<file path="config.mk">
export PLATFORM = sky130hd
export DESIGN_NAME = arb_rr_ctrl
export DESIGN_NICKNAME = d
export VERILOG_FILES = /design/src/rtl/arb_pkg.sv /design/src/rtl/rr_pick.sv /design/src/rtl/arb_rr_ctrl.sv
export SDC_FILE = /design/constraint.sdc
export NUM_CORES = 1
export LEC_CHECK = 0
export CAP_MARGIN = 20
export CORE_UTILIZATION = 48
export CTS_BUF_LIST = sky130_fd_sc_hd__clkbuf_16
export DETAILED_ROUTE_END_ITERATION = 7
export GPL_TIMING_DRIVEN = 0
export PLACE_DENSITY = 0.75
export SLEW_MARGIN = 20
export SYNTH_ARGS = -nofsm -noshare
export SYNTH_HDL_FRONTEND = slang
export SYNTH_HIERARCHICAL = 1
export SYNTH_SLANG_ARGS = --single-unit
export TNS_END_PERCENT = 5
</file>
<file path="constraint.sdc">
create_clock -name clk -period 1.95 [get_ports clk]
set_input_delay 0.39 -clock clk [delete_from_list [all_inputs] [get_ports clk]]
set_output_delay 0.39 -clock clk [all_outputs]
set_load 0.02 [all_outputs]
</file>
<file path="src/rtl/arb_pkg.sv">
// ---------------------------------------------------------------------------
// arb_pkg
// Shared types and helpers for the round-robin grant controller.
//   arb_state_e  : controller states (IDLE / GRANT / RELEASE)
//   HOLD_DISABLE : HOLD_MAX value that turns the hold-limit watchdog off
//   id_width()   : width of an owner index for N requesters (minimum 1)
//   cnt_width()  : width of the hold counter for a given HOLD_MAX (minimum 1)
// ---------------------------------------------------------------------------
package arb_pkg;

    typedef enum logic [1:0] {
        IDLE    = 2'd0,
        GRANT   = 2'd1,
        RELEASE = 2'd2
    } arb_state_e;

    localparam int HOLD_DISABLE = 0;

    function automatic int id_width(input int n);
        return (n <= 1) ? 1 : $clog2(n);
    endfunction

    // The counter only has to reach HOLD_MAX-1, so $clog2(HOLD_MAX+1) never
    // wraps before expiry; a disabled watchdog still gets a 1-bit counter.
    function automatic int cnt_width(input int hold_max);
        return (hold_max < 1) ? 1 : $clog2(hold_max + 1);
    endfunction

endpackage

</file>
<file path="src/rtl/rr_pick.sv">
// ---------------------------------------------------------------------------
// rr_pick
// Combinational wrap-around priority scan: returns the first requester at or
// after ptr, scanning upward modulo N.
//   req   [N]   : request vector
//   ptr   [IDW] : scan start index (always < N)
//   found       : at least one request present
//   idx   [IDW] : selected requester (0 when found=0)
// ---------------------------------------------------------------------------
module rr_pick
    import arb_pkg::*;
#(
    parameter int N   = 4,
    parameter int IDW = id_width(N)
) (
    input  logic [N-1:0]   req,
    input  logic [IDW-1:0] ptr,
    output logic           found,
    output logic [IDW-1:0] idx
);

    logic [N-1:0] w_rot;   // req rotated so that bit 0 is the requester at ptr
    logic [IDW:0] w_sum;   // ptr + offset before the modulo-N fold

    // NOTE: every variable gets a default at the top of the block so no path
    // leaves it unassigned, which would otherwise infer a latch.
    always_comb begin
        w_rot = N'({req, req} >> ptr);
        found = 1'b0;
        w_sum = '0;
        // Scan from the far end down so the smallest offset is the one kept.
        for (int k = N - 1; k >= 0; k--) begin
            if (w_rot[k]) begin
                found = 1'b1;
                w_sum = {1'b0, ptr} + (IDW + 1)'(k);
            end
        end
        if (w_sum >= (IDW + 1)'(N)) begin
            w_sum = w_sum - (IDW + 1)'(N);
        end
        idx = w_sum[IDW-1:0];
    end

endmodule

</file>
<file path="src/rtl/arb_rr_ctrl.sv">
// ---------------------------------------------------------------------------
// arb_rr_ctrl
// Round-robin grant controller for one shared resource. Issues at most one
// one-hot registered grant, inserts a single dead (RELEASE) cycle between
// owners, and reclaims the grant from an owner that holds it HOLD_MAX cycles.
//   clk      : clock, rising edge
//   rst_n    : synchronous active-low reset
//   req  [N] : request level per requester
//   done [N] : release strobe per requester (only the owner's bit matters)
//   gnt  [N] : one-hot grant
//   gnt_id   : index of the current owner, holds its last value when idle
//   busy     : any grant bit high
//   timeout  : one-cycle pulse in the RELEASE cycle after a watchdog reclaim
// ---------------------------------------------------------------------------
module arb_rr_ctrl
    import arb_pkg::*;
#(
    parameter int N        = 4,
    parameter int HOLD_MAX = 8,
    parameter int IDW      = id_width(N)
) (
    input  logic           clk,
    input  logic           rst_n,
    input  logic [N-1:0]   req,
    input  logic [N-1:0]   done,
    output logic [N-1:0]   gnt,
    output logic [IDW-1:0] gnt_id,
    output logic           busy,
    output logic           timeout
);

    localparam int             HCW       = cnt_width(HOLD_MAX);
    localparam logic [HCW-1:0] HOLD_LAST =
        HCW'((HOLD_MAX == HOLD_DISABLE) ? 0 : HOLD_MAX - 1);
    localparam logic [IDW-1:0] LAST_ID   = IDW'(N - 1);

    arb_state_e     r_state;
    logic [IDW-1:0] r_ptr;
    logic [HCW-1:0] r_hold_cnt;
    logic [N-1:0]   r_gnt;
    logic [IDW-1:0] r_gnt_id;
    logic           r_timeout;

    arb_state_e     w_state_nxt;
    logic [IDW-1:0] w_ptr_nxt;
    logic [HCW-1:0] w_hold_nxt;
    logic [N-1:0]   w_gnt_nxt;
    logic [IDW-1:0] w_gnt_id_nxt;
    logic           w_timeout_nxt;

    logic           w_pick_found;
    logic [IDW-1:0] w_pick_idx;
    logic           w_own_release;
    logic           w_expire;

    rr_pick #(
        .N   (N),
        .IDW (IDW)
    ) u_pick (
        .req   (req),
        .ptr   (r_ptr),
        .found (w_pick_found),
        .idx   (w_pick_idx)
    );

    // Only the owner's done/req bits can end a grant; everything else is
    // ignored while in GRANT.
    assign w_own_release = done[r_gnt_id] | ~req[r_gnt_id];
    assign w_expire      = (HOLD_MAX != HOLD_DISABLE) && (r_hold_cnt == HOLD_LAST);

    // State and output registers.
    // NOTE: sequential state uses non-blocking assignments so every register
    // samples the pre-edge values, independent of statement order.
    always_ff @(posedge clk) begin
        if (!rst_n) begin
            r_state    <= IDLE;
            r_ptr      <= '0;
            r_hold_cnt <= '0;
            r_gnt      <= '0;
            r_gnt_id   <= '0;
            r_timeout  <= 1'b0;
        end else begin
            r_state    <= w_state_nxt;
            r_ptr      <= w_ptr_nxt;
            r_hold_cnt <= w_hold_nxt;
            r_gnt      <= w_gnt_nxt;
            r_gnt_id   <= w_gnt_id_nxt;
            r_timeout  <= w_timeout_nxt;
        end
    end

    // Next-state and next-register values.
    always_comb begin
        w_state_nxt   = r_state;
        w_ptr_nxt     = r_ptr;
        w_hold_nxt    = r_hold_cnt;
        w_gnt_nxt     = r_gnt;
        w_gnt_id_nxt  = r_gnt_id;
        w_timeout_nxt = 1'b0;

        unique case (r_state)
            IDLE, RELEASE: begin
                if (w_pick_found) begin
                    w_state_nxt  = GRANT;
                    w_gnt_nxt    = N'(1) << w_pick_idx;
                    w_gnt_id_nxt = w_pick_idx;
                    w_hold_nxt   = '0;
                end else begin
                    w_state_nxt = IDLE;
                    w_gnt_nxt   = '0;
                end
            end
            GRANT: begin
                if (w_own_release || w_expire) begin
                    w_state_nxt = RELEASE;
                    w_gnt_nxt   = '0;
                    w_ptr_nxt   = (r_gnt_id == LAST_ID) ? '0 : r_gnt_id + 1'b1;
                    // A normal release on the expiry cycle wins: no pulse.
                    w_timeout_nxt = ~w_own_release;
                end else if (HOLD_MAX != HOLD_DISABLE) begin
                    w_hold_nxt = r_hold_cnt + 1'b1;
                end
            end
            default: begin
                w_state_nxt = IDLE;
                w_gnt_nxt   = '0;
            end
        endcase
    end

    // Outputs come straight from registers; busy is derived from the grant.
    always_comb begin
        gnt     = r_gnt;
        gnt_id  = r_gnt_id;
        busy    = |r_gnt;
        timeout = r_timeout;
    end

endmodule

</file>
==> results.cfg <==
[outcome]
status = completed

[sta]
slew_headroom_pct = 72.12
max_clock_freq_mhz = 547.0
timing.final.crit_share_pct = 93.74
slew_violations = 0
rsz0062_at_grt = no
setup_viol = 0
hold_viol = 0
fin_hold_ws_ns = 0.4856
skew_ns = 0.003094
worstMarginPinSlew_ns = 0.4181
fin_crit_ns = 1.828

[clock_tree]
clockBufferDepth = 2
insertion_delay_ns = 0.24
cts.sinks = 15
htreeDepth = 1
cts_buffers = 3
cts_tree = built
post_cts_buffers = 0
root_buffer = clkbuf_16
path_clk_slew_ns = 0.05

[hold_path]
whs_endpoint = gnt[3]
holdPathStages = 2
min_from = gnt[3]
hold_class = reg2reg

[synthesis]
synth_cell_types = 28
yosysWarningCount = 6
ys_top_cells_by_count = dfxtp_1, nand2_1, nand3_1
ys_seq_area_share_pct = 36.75
post-synth-top-area-cell = dfxtp_1
ys_seq_elements = 15
syn_inst = 99
synth.area.top_cells = dfxtp_1, nand2_1, nand3_1, nor2b_1, nand2b_1
synth-edff-count = 0
syn-cell-area_um2 = 817.0
synth-async-reset-ratio_pct = 0
synth_nets = 111
yosysTopAreaCellShare_pct = 36.75
syn_area_per_cell_um2 = 8.253
ys.flop_type = dfxtp_1

[setup_path]
worstReg2RegEnd = r_ptr[0]
path_max_fanout = 8
reg2reg_from = gnt_id[1]
worstRegToRegCells = 3
cp.arrival_ns = 2.00
crit_required_ns = 2.13
startpoint_type = input pin
end_kind = register
crit_type = in2reg
worst-r2r-setup-slack_ns = 0.45

[die]
core_um2 = 1541
die_w_um = 43.26
initial_core_util_pct = 53.00
die_area_um2 = 1871
num_rows = 14
die_h_um = 43.26
design.portCount = 18

[placement]
place_congestion = 0.7625
dp_hpwl_um = 1328
io_buffers = 17
numPlacedInstances = 132

[grt]
grt_max_degree = 11
grt_pass1_vias = 726
globalRouteOverflowTotal = 0
grt_pass1_wl_um = 3070
grt_use_total_pct = 21.93
antenna_found_initial = 0

[routing]
first_iter_violations = 6
wirelength_um = 1846
num_vias = 795
dr.pass1.iters = 4
wl_per_cell_um = 13.57
drt-vias-per-instance = 5.846
ant_nets = 0
drc_errors = 0

[finish]
stdcell_count = 136
drive_above_1_share_pct = 6.667
nets = 133
area_growth_pct = 32.77
diodes = 0
fill_cells = 129

[pwr]
power.density_nw_per_um2 = 832.3
p_leak_nw = 0.4444
vdd_drop_max_mv = 0.5492

[flow_run]
max_cap_viol_count = 0
## worst max path at each step
stage / from / end / slack, ns / cells past startpoint
after floorplan: gnt_id[1] / r_ptr[0] / 0.40 / 3
after global placement: req[0] / r_ptr[0] / -0.13 / 5
after detailed placement: req[0] / r_hold_cnt[1] / -0.14 / 5
after CTS: req[0] / r_ptr[0] / 0.11 / 5
after global routing: req[0] / r_hold_cnt[0] / 0.05 / 5
final: req[0] / r_ptr[0] / 0.12 / 5
## power by group
group / switching [W] / total (W) / internal [W]
logic: 0.0000886 / 0.000167 / 0.0000787
clock network: 0.000122 / 0.000394 / 0.000271
registers: 0.0000164 / 0.000342 / 0.000326
## cell families (layout without fill, tap and decap cells)
logic type | Yosys count | after routing | synth area share [%]
adders and majority gates | 2 | 2 | 3.062
DFF | 15 | 15 | 36.75
AOI/OAI and AO/OA | 17 | 17 | 15.47
muxes | 5 | 5 | 8.269
buffers and inverters | 10 | 31 | 4.746
and+or+nand+nor | 50 | 50 | 31.70
## registers in the layout, indices dropped and copies added (netlist names)
signal and count:
gnt 4, gnt_id 2, r_ptr 2, r_hold_cnt 4
timeout 1, r_state 2
## metrics by stage
| step | util [%] | total power [W] | area (µm²) | worst slack [ns] | setup TNS, ns |
|---|---|---|---|---|---|
| final | 70.37 | 0.0009029 | 1085 | 0.1220 | 0 |
| after global routing | 70.37 | 0.0009394 | 1085 | 0.05083 | 0 |
| after CTS | 70.37 | 0.0009040 | 1085 | 0.1128 | 0 |
| after detailed placement | 65.34 | 0.0005168 | 1007 | -0.1404 | -1.090 |
| after global placement | 65.34 | 0.0005131 | 1007 | -0.1276 | -0.9571 |
| after floorplan | - | 0.0004463 | 817.0 | 0.3989 | 0 |
## critical path: stages
cell and delay (ns):
clkdlybuf4s50_1 0.48, nor2b_1 0.16, mux4_2 0.56, mux2_4 0.34, o211ai_2 0.07
## layer usage
metal	global-route usage, %	routed length, µm	vias up
met5	0	0	-
met3	5.532	87	4
met1	27.60	858	376
met2	35.22	877	20
li1	-	-	395
met4	9.091	22	0
## layout by cell type, fill, tap and decap left out
cell             synthesis  routed
mux2_4                   1       1
o211ai_2                 1       1
nor2b_1                  6       6
or4_1                    1       1
nand4_1                  2       2
a21boi_0                 3       3
clkbuf_1                 3       3
o21ai_1                  1       1
dlygate4sd2_1            0       1
o22ai_1                  2       2
o221ai_1                 1       1
nand3_1                 10      10
and4_1                   1       1
dfxtp_1                 15      15
nand3_2                  1       1
clkdlybuf4s50_1          0      16
o2111ai_1                1       1
ha_1                     2       2
o32ai_1                  3       3
nand2b_1                 5       5
nand2_1                 15      15
mux4_2                   1       1
a21oi_1                  4       4
and3_1                   3       3
a221o_1                  1       1
buf_2                    1       1
nor2_1                   5       5
nand3b_1                 1       1
mux2i_1                  3       3
inv_1                    6       7
clkbuf_16                0       3
## what timing repair did
| action | in CTS | in global routing |
|---|---|---|
| gates resized for setup | 1 | 0 |
| hold buffers | 0 | 0 |
| endpoints found under the setup margin | 1 | 0 |
## layout make-up
type                    count  area [µm²]  area share [%]
flip-flops and latches     15       300.3           27.68
repair buffers             17       168.9           15.57
clock inverters             1       3.754          0.3460
inverters                   6       22.52           2.076
clock buffers               3       75.07           6.920
multi-input cells          74       478.0           44.06
well taps                  16       20.02           1.845
plain buffers               4       16.27           1.499
No activity file was read; power rests on OpenSTA's default activity.
